==> src/rtl/alu_pkg.sv <==
// -----------------------------------------------------------------------------
// alu_pkg
// Shared constants for the pipelined ALU: opcode encodings and the bit
// positions of the four status flags carried alongside every result.
// No ports (package).
// -----------------------------------------------------------------------------
package alu_pkg;

    // Width of the encodings below; the datapath may use a different
    // opcode width and size-casts these constants to match.
    localparam int OPC_W = 6;

    localparam logic [OPC_W-1:0] OP_ADD = 6'b100000;
    localparam logic [OPC_W-1:0] OP_SUB = 6'b100010;
    localparam logic [OPC_W-1:0] OP_AND = 6'b100100;
    localparam logic [OPC_W-1:0] OP_OR  = 6'b100101;
    localparam logic [OPC_W-1:0] OP_XOR = 6'b100110;
    localparam logic [OPC_W-1:0] OP_NOR = 6'b100111;
    localparam logic [OPC_W-1:0] OP_SRL = 6'b000010;
    localparam logic [OPC_W-1:0] OP_SRA = 6'b000011;

    // flags = {overflow, carry, negative, zero}
    localparam int NB_FLAGS   = 4;
    localparam int FLAG_ZERO  = 0;
    localparam int FLAG_NEG   = 1;
    localparam int FLAG_CARRY = 2;
    localparam int FLAG_OVF   = 3;

endpackage : alu_pkg

==> src/rtl/alu_core.sv <==
// -----------------------------------------------------------------------------
// alu_core
// Purely combinational ALU evaluated between the operand stage and the
// result stage of alu_pipe.
//
// Ports:
//   a_i       operand A
//   b_i       operand B (also the unsigned shift amount for SRL/SRA)
//   opcode_i  operation select
//   result_o  computed result
//   flags_o   {overflow, carry, negative, zero}
//   err_o     1 when opcode_i is not a recognised operation
// -----------------------------------------------------------------------------
module alu_core
    import alu_pkg::*;
#(
    parameter int NB_OPERANDO = 8,
    parameter int NB_OPCODE   = 6
) (
    input  logic [NB_OPERANDO-1:0] a_i,
    input  logic [NB_OPERANDO-1:0] b_i,
    input  logic [NB_OPCODE-1:0]   opcode_i,
    output logic [NB_OPERANDO-1:0] result_o,
    output logic [NB_FLAGS-1:0]    flags_o,
    output logic                   err_o
);

    localparam int MSB = NB_OPERANDO - 1;

    localparam logic [NB_OPCODE-1:0] C_ADD = NB_OPCODE'(OP_ADD);
    localparam logic [NB_OPCODE-1:0] C_SUB = NB_OPCODE'(OP_SUB);
    localparam logic [NB_OPCODE-1:0] C_AND = NB_OPCODE'(OP_AND);
    localparam logic [NB_OPCODE-1:0] C_OR  = NB_OPCODE'(OP_OR);
    localparam logic [NB_OPCODE-1:0] C_XOR = NB_OPCODE'(OP_XOR);
    localparam logic [NB_OPCODE-1:0] C_NOR = NB_OPCODE'(OP_NOR);
    localparam logic [NB_OPCODE-1:0] C_SRL = NB_OPCODE'(OP_SRL);
    localparam logic [NB_OPCODE-1:0] C_SRA = NB_OPCODE'(OP_SRA);

    // Operand width expressed in operand-wide arithmetic; NB_OPERANDO always
    // fits because 2**NB_OPERANDO > NB_OPERANDO.
    localparam logic [NB_OPERANDO-1:0] SHIFT_LIMIT = NB_OPERANDO'(NB_OPERANDO);

    // One extra bit so the top bit is the carry-out (ADD) or the borrow (SUB).
    logic [NB_OPERANDO:0]   sum_w;
    logic [NB_OPERANDO:0]   diff_w;
    logic                   shift_big_w;
    logic [NB_OPERANDO-1:0] srl_w;
    logic [NB_OPERANDO-1:0] sra_w;

    logic [NB_OPERANDO-1:0] res_c;
    logic                   carry_c;
    logic                   ovf_c;
    logic                   err_c;

    assign sum_w  = {1'b0, a_i} + {1'b0, b_i};
    assign diff_w = {1'b0, a_i} - {1'b0, b_i};

    // The full shift amount is honoured: anything at or beyond the operand
    // width drains the value completely (zeros, or sign copies for SRA).
    assign shift_big_w = (b_i >= SHIFT_LIMIT);
    assign srl_w = shift_big_w ? '0 : (a_i >> b_i);
    assign sra_w = shift_big_w ? {NB_OPERANDO{a_i[MSB]}}
                               : NB_OPERANDO'($signed(a_i) >>> b_i);

    always_comb begin
        res_c   = '0;
        carry_c = 1'b0;
        ovf_c   = 1'b0;
        err_c   = 1'b0;
        case (opcode_i)
            C_ADD: begin
                res_c   = sum_w[MSB:0];
                carry_c = sum_w[NB_OPERANDO];
                // Same-sign operands producing a different-sign result.
                ovf_c   = (a_i[MSB] == b_i[MSB]) && (sum_w[MSB] != a_i[MSB]);
            end
            C_SUB: begin
                res_c   = diff_w[MSB:0];
                carry_c = diff_w[NB_OPERANDO];
                // Opposite-sign operands where the result sign leaves A's.
                ovf_c   = (a_i[MSB] != b_i[MSB]) && (diff_w[MSB] != a_i[MSB]);
            end
            C_AND: res_c = a_i & b_i;
            C_OR:  res_c = a_i | b_i;
            C_XOR: res_c = a_i ^ b_i;
            C_NOR: res_c = ~(a_i | b_i);
            C_SRL: res_c = srl_w;
            C_SRA: res_c = sra_w;
            default: begin
                // Result stays zero, so the zero flag alone ends up set.
                err_c = 1'b1;
            end
        endcase
    end

    always_comb begin
        flags_o             = '0;
        flags_o[FLAG_ZERO]  = (res_c == '0);
        flags_o[FLAG_NEG]   = res_c[MSB];
        flags_o[FLAG_CARRY] = carry_c;
        flags_o[FLAG_OVF]   = ovf_c;
    end

    assign result_o = res_c;
    assign err_o    = err_c;

endmodule : alu_core

==> src/rtl/alu_pipe.sv <==
// -----------------------------------------------------------------------------
// alu_pipe
// Two-stage pipelined ALU with valid/ready flow control on both sides.
// Stage 1 registers the operands and opcode; alu_core evaluates them and
// stage 2 registers result, flags and err together.
//
// Ports:
//   clk        clock, rising edge
//   reset      asynchronous active-high reset
//   dato_a     operand A
//   dato_b     operand B / shift amount
//   opcode     operation select
//   in_valid   upstream offers an operation
//   in_ready   block accepts the offered operation this cycle
//   out        registered result
//   flags      registered {overflow, carry, negative, zero}
//   err        registered illegal-opcode indication
//   out_valid  out/flags/err hold a result
//   out_ready  downstream consumes the result this cycle
//
// Handshake: a transfer happens on a rising edge where valid && ready are
// both high. in_ready never depends on in_valid; out_valid never depends on
// out_ready. Once out_valid is high, out/flags/err hold steady until the
// result is consumed. Both stages advance together, so a consume and an
// accept in the same cycle keep streaming at one operation per cycle.
// -----------------------------------------------------------------------------
module alu_pipe
    import alu_pkg::*;
#(
    parameter int NB_OPERANDO = 8,
    parameter int NB_OPCODE   = 6
) (
    input  logic                   clk,
    input  logic                   reset,
    input  logic [NB_OPERANDO-1:0] dato_a,
    input  logic [NB_OPERANDO-1:0] dato_b,
    input  logic [NB_OPCODE-1:0]   opcode,
    input  logic                   in_valid,
    output logic                   in_ready,
    output logic [NB_OPERANDO-1:0] out,
    output logic [NB_FLAGS-1:0]    flags,
    output logic                   err,
    output logic                   out_valid,
    input  logic                   out_ready
);

    // Stage 1: operands
    logic                   s1_valid_q;
    logic [NB_OPERANDO-1:0] s1_a_q;
    logic [NB_OPERANDO-1:0] s1_b_q;
    logic [NB_OPCODE-1:0]   s1_op_q;

    // Stage 2: result
    logic                   out_valid_q;
    logic [NB_OPERANDO-1:0] out_q;
    logic [NB_FLAGS-1:0]    flags_q;
    logic                   err_q;

    // Combinational compute feeding stage 2
    logic [NB_OPERANDO-1:0] out_d;
    logic [NB_FLAGS-1:0]    flags_d;
    logic                   err_d;

    logic s2_load;
    logic s1_load;

    // Stage 2 can take a new value when it is empty or being drained;
    // stage 1 can when it is empty or is moving into stage 2.
    assign s2_load = !out_valid_q || out_ready;
    assign s1_load = !s1_valid_q || s2_load;

    // Held low while reset is asserted so nothing is offered acceptance
    // from a pipeline that is being cleared.
    assign in_ready = !reset && s1_load;

    alu_core #(
        .NB_OPERANDO (NB_OPERANDO),
        .NB_OPCODE   (NB_OPCODE)
    ) u_core (
        .a_i      (s1_a_q),
        .b_i      (s1_b_q),
        .opcode_i (s1_op_q),
        .result_o (out_d),
        .flags_o  (flags_d),
        .err_o    (err_d)
    );

    always_ff @(posedge clk or posedge reset) begin
        if (reset) begin
            s1_valid_q <= 1'b0;
            s1_a_q     <= '0;
            s1_b_q     <= '0;
            s1_op_q    <= '0;
        end else if (s1_load) begin
            s1_valid_q <= in_valid;
            if (in_valid) begin
                s1_a_q  <= dato_a;
                s1_b_q  <= dato_b;
                s1_op_q <= opcode;
            end
        end
    end

    always_ff @(posedge clk or posedge reset) begin
        if (reset) begin
            out_valid_q <= 1'b0;
            out_q       <= '0;
            flags_q     <= '0;
            err_q       <= 1'b0;
        end else if (s2_load) begin
            out_valid_q <= s1_valid_q;
            // Data registers only move with a real operation, so a bubble
            // leaves the last result visible (but not valid).
            if (s1_valid_q) begin
                out_q   <= out_d;
                flags_q <= flags_d;
                err_q   <= err_d;
            end
        end
    end

    assign out       = out_q;
    assign flags     = flags_q;
    assign err       = err_q;
    assign out_valid = out_valid_q;

endmodule : alu_pipe

==> config.mk <==
export PLATFORM = sky130hd
export DESIGN_NAME = alu_pipe
export DESIGN_NICKNAME = d
export VERILOG_FILES = /design/src/rtl/alu_pkg.sv /design/src/rtl/alu_core.sv /design/src/rtl/alu_pipe.sv
export SDC_FILE = /design/constraint.sdc
export NUM_CORES = 1
export LEC_CHECK = 0
export ABC_CLOCK_PERIOD_IN_PS = 3800
export CAP_MARGIN = 20
export CORE_ASPECT_RATIO = 1.75
export CORE_MARGIN = 8
export CORE_UTILIZATION = 40
export CTS_CLUSTER_SIZE = 40
export DETAILED_ROUTE_END_ITERATION = 7
export SLEW_MARGIN = 20
export SYNTH_ARGS = -nofsm -noshare
export SYNTH_HDL_FRONTEND = slang
export SYNTH_SLANG_ARGS = --single-unit
==> constraint.sdc <==
create_clock -name clk -period 3.8 [get_ports clk]
set_clock_uncertainty 0.2 [all_clocks]
set_input_delay 0.76 -clock clk [delete_from_list [all_inputs] [get_ports clk]]
set_output_delay 0.76 -clock clk [all_outputs]
set_load 0.03 [all_outputs]
Word level (Yosys, flattened, before mapping)
Index checks and enable logic that the tools add are counted.
- bits in registers: 37
- latch bits: 0
- memory bits (writable): 0
- bits in read-only memories: 0
- output and inout bits: 15
- word-level logic and storage cells: 47
- memories: 0
- $add $sub $neg: 2
- $mul: 0
- div/mod/pow operators: 0
- $lt $le $gt $ge: 1
- equal/unequal tests: 12
- shifts and indexed selects: 2
- muxes and demuxes: 6
- bitwise logic cells: 4
- reduce and logical (&&, ||, !) cells: 12
- operators with widths (cell ; number):
    $pmux W8 S8 ; 1
    $eq A6 B6 Y1 const B ; 6
    $mux W8 ; 2
    $eq A6 B2 Y1 const B ; 2
    $add A8 B8 Y9 ; 1
    $sub A8 B8 Y9 ; 1
    $and A8 B8 Y8 ; 1
    $ge A8 B4 Y1 const B ; 1
    $logic_not A8 Y1 ; 1
    $not A8 Y8 ; 1
    $or A8 B8 Y8 ; 1
    $reduce_or A8 Y1 ; 1
    $shr A8 B8 Y8 ; 1
    $sshr A8 B8 Y8 ; 1
    $xor A8 B8 Y8 ; 1
    $pmux W1 S2 ; 2
    $reduce_and A2 Y1 ; 2
    $logic_and A1 B1 Y1 ; 3
    $logic_not A1 Y1 ; 3
    $ne A1 B1 Y1 ; 3
    $logic_or A1 B1 Y1 ; 2
    $eq A1 B1 Y1 ; 1
    $mux W1 ; 1

Logic depth before layout (Yosys ltp)
- depth after elaboration: 4
- gate-level depth with buffers: 11
- depth with buffers taken out: 10

Hierarchy
From an unflattened synthesis, not the netlist that was laid out.
- cell total of the unflattened synthesis: 352
- area total of the unflattened synthesis: 3368.2 um^2
- modules (own cells, without submodules) (module ; instances ; cells an instance ; area an instance (um^2)):
    alu_core ; 1 ; 269 ; 1816.7
    alu_pipe ; 1 ; 83 ; 1551.5

Worst setup path before layout
Ideal clock, no wire load.
- kind: reg2reg
- from: register s1_b_q[1]
- to: register flags_q[0], in the netlist flags[0]
- library setup time: 0.122 ns
- arrival time: 2.710 ns
- setup slack: 0.769 ns
- cell stages (with the launch flop): 12
- clock period less this slack: 3.031 ns
- path through: dfrtp_1 buf_6 clkbuf_1 inv_1 ha_1 o21ba_2 nor4_1 nor2_1 a221oi_1 nor3b_1 nor4_1 a32o_1
- word-level cells in the longest chain between the ends: 4
- elaborated cells between the ends (all ways): 13
- those cells by class: add/sub: 2; order compare: 1; shift: 2; mux: 3; bitwise: 4; reduce/logical: 1
- RTL lines (what ; RTL line ; source):
    from (decl) ; alu_pipe.sv:50 ; logic [NB_OPERANDO-1:0] s1_b_q;
    from (signal assigned) ; alu_pipe.sv:98 ; s1_b_q <= dato_b;
    $ge A8 B4 Y1, or another cell as far along ; alu_core.sv:60 ; assign shift_big_w = (b_i >= SHIFT_LIMIT);
    $mux W8, or another cell as far along ; alu_core.sv:62 ; assign sra_w = shift_big_w ? {NB_OPERANDO{a_i[MSB]}}
    $pmux W8 S8 * ; alu_core.sv:70 ; case (opcode_i)
    $logic_not A8 Y1 * ; alu_core.sv:98 ; flags_o[FLAG_ZERO] = (res_c == '0);
    to (signal assigned) ; alu_pipe.sv:116 ; flags_q <= flags_d;
    to (decl) ; alu_pipe.sv:56 ; logic [NB_FLAGS-1:0] flags_q;
Every way passes the cells marked *; elsewhere a longest branch is shown, timed or not.
A chain may end at the register's enable or synchronous reset.

Final worst setup path
- from: register s1_b_q[0]
- to: register flags_q[0], in the netlist flags[0]
The elaborated chain is that of the path after synthesis.

==> results by group <==
Yosys
  • Leading area contributor after synthesis: dfrtp_1
  • Adder-Cell Fraction of Synth Area: 11.0%
  • Primary FF master, synth: dfrtp_1
  • Synth cell types: 66
  • Largest family of logic cells by synthesized area: compound AO/OA/AOI/OAI gates
  • Syn nets: 399
  • YS warnings: 0
  • Simple-Gate Fraction of Synth Area: 15.6%
  • Avg Cell Area, Syn: 9.25 µm²
  • Synth Instances: 346
  • Yosys top cell area share: 28.2%
  • Post-synthesis sequential area ratio: 28.2%
  • Xor/xnor share of the synthesized area: 3.83%
  • Number of synthesized register bits: 36
  • Most instantiated library cell after synthesis: dfrtp_1
  • Top area cells in the synthesized netlist: dfrtp_1 (28%), ha_1 (9.8%), mux2_2 (9.5%)
  • Synthesized area: 3200 µm²
  • Post-synth ARST share: 100%
  • Commonest cells post-synth: dfrtp_1 (36), nor2_1 (28), inv_1 (27), mux2_2 (27), ha_1 (25)
  • Share of synthesized area spent on multiplexers: 16.5%
  • EDFF count, synth: 0
  • Synth Area in Compound Gates: 18.2%

STA
  • Slew Viols, Final: 0
  • Final period util: 81.5%
  • Worst-Margin Slew: 0.682 ns
  • TNS Setup: 0 ns
  • Min Tclk post-route: 3.10 ns
  • Endpoints failing setup: 0
  • Min Hold Slack: 0.273 ns
  • F_max: 323 MHz
  • RSZ-0062 raised after global routing: false
  • Slew Limit Headroom: 54.4%
  • Count of final hold-check violations: 0

Run
  • Max Cap Viol: 0

Global routing
  • GRT overflow: 0
  • Global-route wire length before repair: 14900 µm
  • Total Routing Usage GR: 16.5%
  • Vias in the first global route: 2838
  • Antenna violations before repair: 0
  • Largest net degree at the start of global routing: 37

Floorplan
  • Die Span Y: 134 µm
  • Die Area: 11200 µm²
  • Die X: 83.6 µm
  • Starting Density: 40.7%
  • Io pins: 41
  • Number of cell rows: 43
  • Core footprint: 7860 µm²

Setup path
  • Startpoint class of the critical path: flop
  • Cell Chain, Critical Path: ha_1 > fa_1 > a211oi_1 > nor2_1 > xnor2_1 > o22ai_1 > or3_1 > nor4_1 > a32o_1
  • CP Max Fanout: 15
  • WP data required: 3.82 ns
  • Slowest stage cell, crit path: dfrtp_1
  • Critical Path AT: 3.12 ns
  • Crit-path max cell delay: 0.57 ns
  • CP endpoint kind: flop
  • WS Path Type: reg2reg

Clock network
  • # resized after CTS: 0
  • TritonCTS clock tree: done
  • Clock latency at the later pin of the worst-skew pair: 0.28 ns
  • TritonCTS buffer count: 5
  • Postcts setup bufs: 0
  • Clock Sinks: 36
  • Root Buffer: clkbuf_16
  • Clock buffer depth: 2
  • H-tree depth: 2
  • Worst-path clk slew: 0.06 ns
  • # hold bufs at CTS: 0

Routing
  • Initial drt markers: 180
  • Routed vias: 2714
  • 1st-pass router iterations: 4
  • Post-route DRC: 0
  • Vias/cell: 5.75
  • Wire length per cell: 19.7 µm
  • Drt total wl: 9280 µm
  • ANT nets after route: 0

Cells and area
  • Layout cells sized above 1: 15.2%
  • Multi-input gate area: 2080 µm²
  • Area grow syn2layout: 19.3%
  • Register area: 901 µm²
  • Fillcell total: 779
  • Final net count: 434
  • N_diodes: 0

Min path
  • Hold Crit Class: reg2reg

Outcome
  • Outcome: finished, final reports clean

Power and ir drop
  • PD cells: 446 nW/µm²
  • Leak: 1.61 nW
  • Peak supply drop: 197 µV

Placed design
  • Detailed Place HPWL: 7460 µm
  • Gpl congestion: 0.940
  • Port Buf Inserts: 40
==> layout make-up <==
cell class	instances	share of cell area, %
inverter	29	2.85
multi-input combinational	261	54.6
tap	90	2.95
timing repair buffer	48	12.1
clock inverter	1	0.197
clock buffer	7	3.74
sequential	36	23.6
==> state kept, by name (all words and copies together), names as in the netlist <==
register / count
err: 1
s1_op_q: 6
flags: 4
out_valid: 1
s1_valid_q: 1
out: 7
s1_a_q: 8
s1_b_q: 8
==> per-layer routing <==
metal / vias up / global-route usage [%] / share of wire [%]
met4: 0 / 8.98 / 4.0
met1: 1311 / 16.0 / 37
met2: 62 / 31.7 / 55
met5: - / 0 / 0
li1: 1320 / - / -
met3: 21 / 2.67 / 3.1
==> where the power goes <==
group          internal [mW]  switching, mW  leakage (nW)  total [mW]
clock                  0.261          0.157        0.0701       0.418
combinational          0.342          0.424          1.11       0.766
sequential             0.434         0.0846         0.434       0.519
==> cells in the final DEF (no fill, tap or decap), types with 7 or more instances in the layout <==
cell type	count
a21oi_1	19
buf_4	8
clkdlybuf4s50_1	40
dfrtp_1	36
ha_1	25
inv_1	27
mux2_2	27
mux2i_1	14
nand2_1	17
nand3_1	8
nor2_1	28
nor3_1	9
o21ai_0	7
xnor2_1	12
==> path summary, 6_finish.rpt <==
check	startpoint	to	slack [ns]	cells past startpoint
worst max register to register	s1_b_q[0]	flags[0]	0.70	9
worst min-delay path	out[2]	out[2]	0.27	1
max in group asynchronous	reset	flags[2]	2.35	3
min in group asynchronous	reset	flags[0]	0.73	3
worst max-delay path	s1_b_q[0]	flags[0]	0.70	9
worst min register to register	out[2]	out[2]	0.27	1
==> per-stage QoR <==
stage	instances	area [µm²]	util [%]	total power, mW	setup slack (ns)
after floorplan	346	3200	-	1.06	0.769
after global placement	464	3670	46.7	1.28	0.751
after detailed placement	464	3670	46.7	1.29	0.713
after CTS	472	3820	48.6	1.72	0.713
after global routing	472	3820	48.6	1.81	0.548
final	472	3820	48.6	1.70	0.704
==> cells by family after synthesis <==
kind of cell	after synthesis
flip-flops	36
AO/OA/AOI/OAI	82
AND/OR/NAND/NOR	93
buffers and inverters	49
XOR/XNOR	14
adder cells (fa/ha/maj)	27
multiplexers	45
==> critical path: cells and delay by family, from the launching register on <==
family	cells	cell delay, ns
DFF	1	0.57
and+or+nand+nor	3	0.77
AOI/OAI and AO/OA	3	0.60
xor gates and xnor gates	1	0.16
adders and majority gates	2	0.73
No activity file was read; power rests on OpenSTA's default activity.
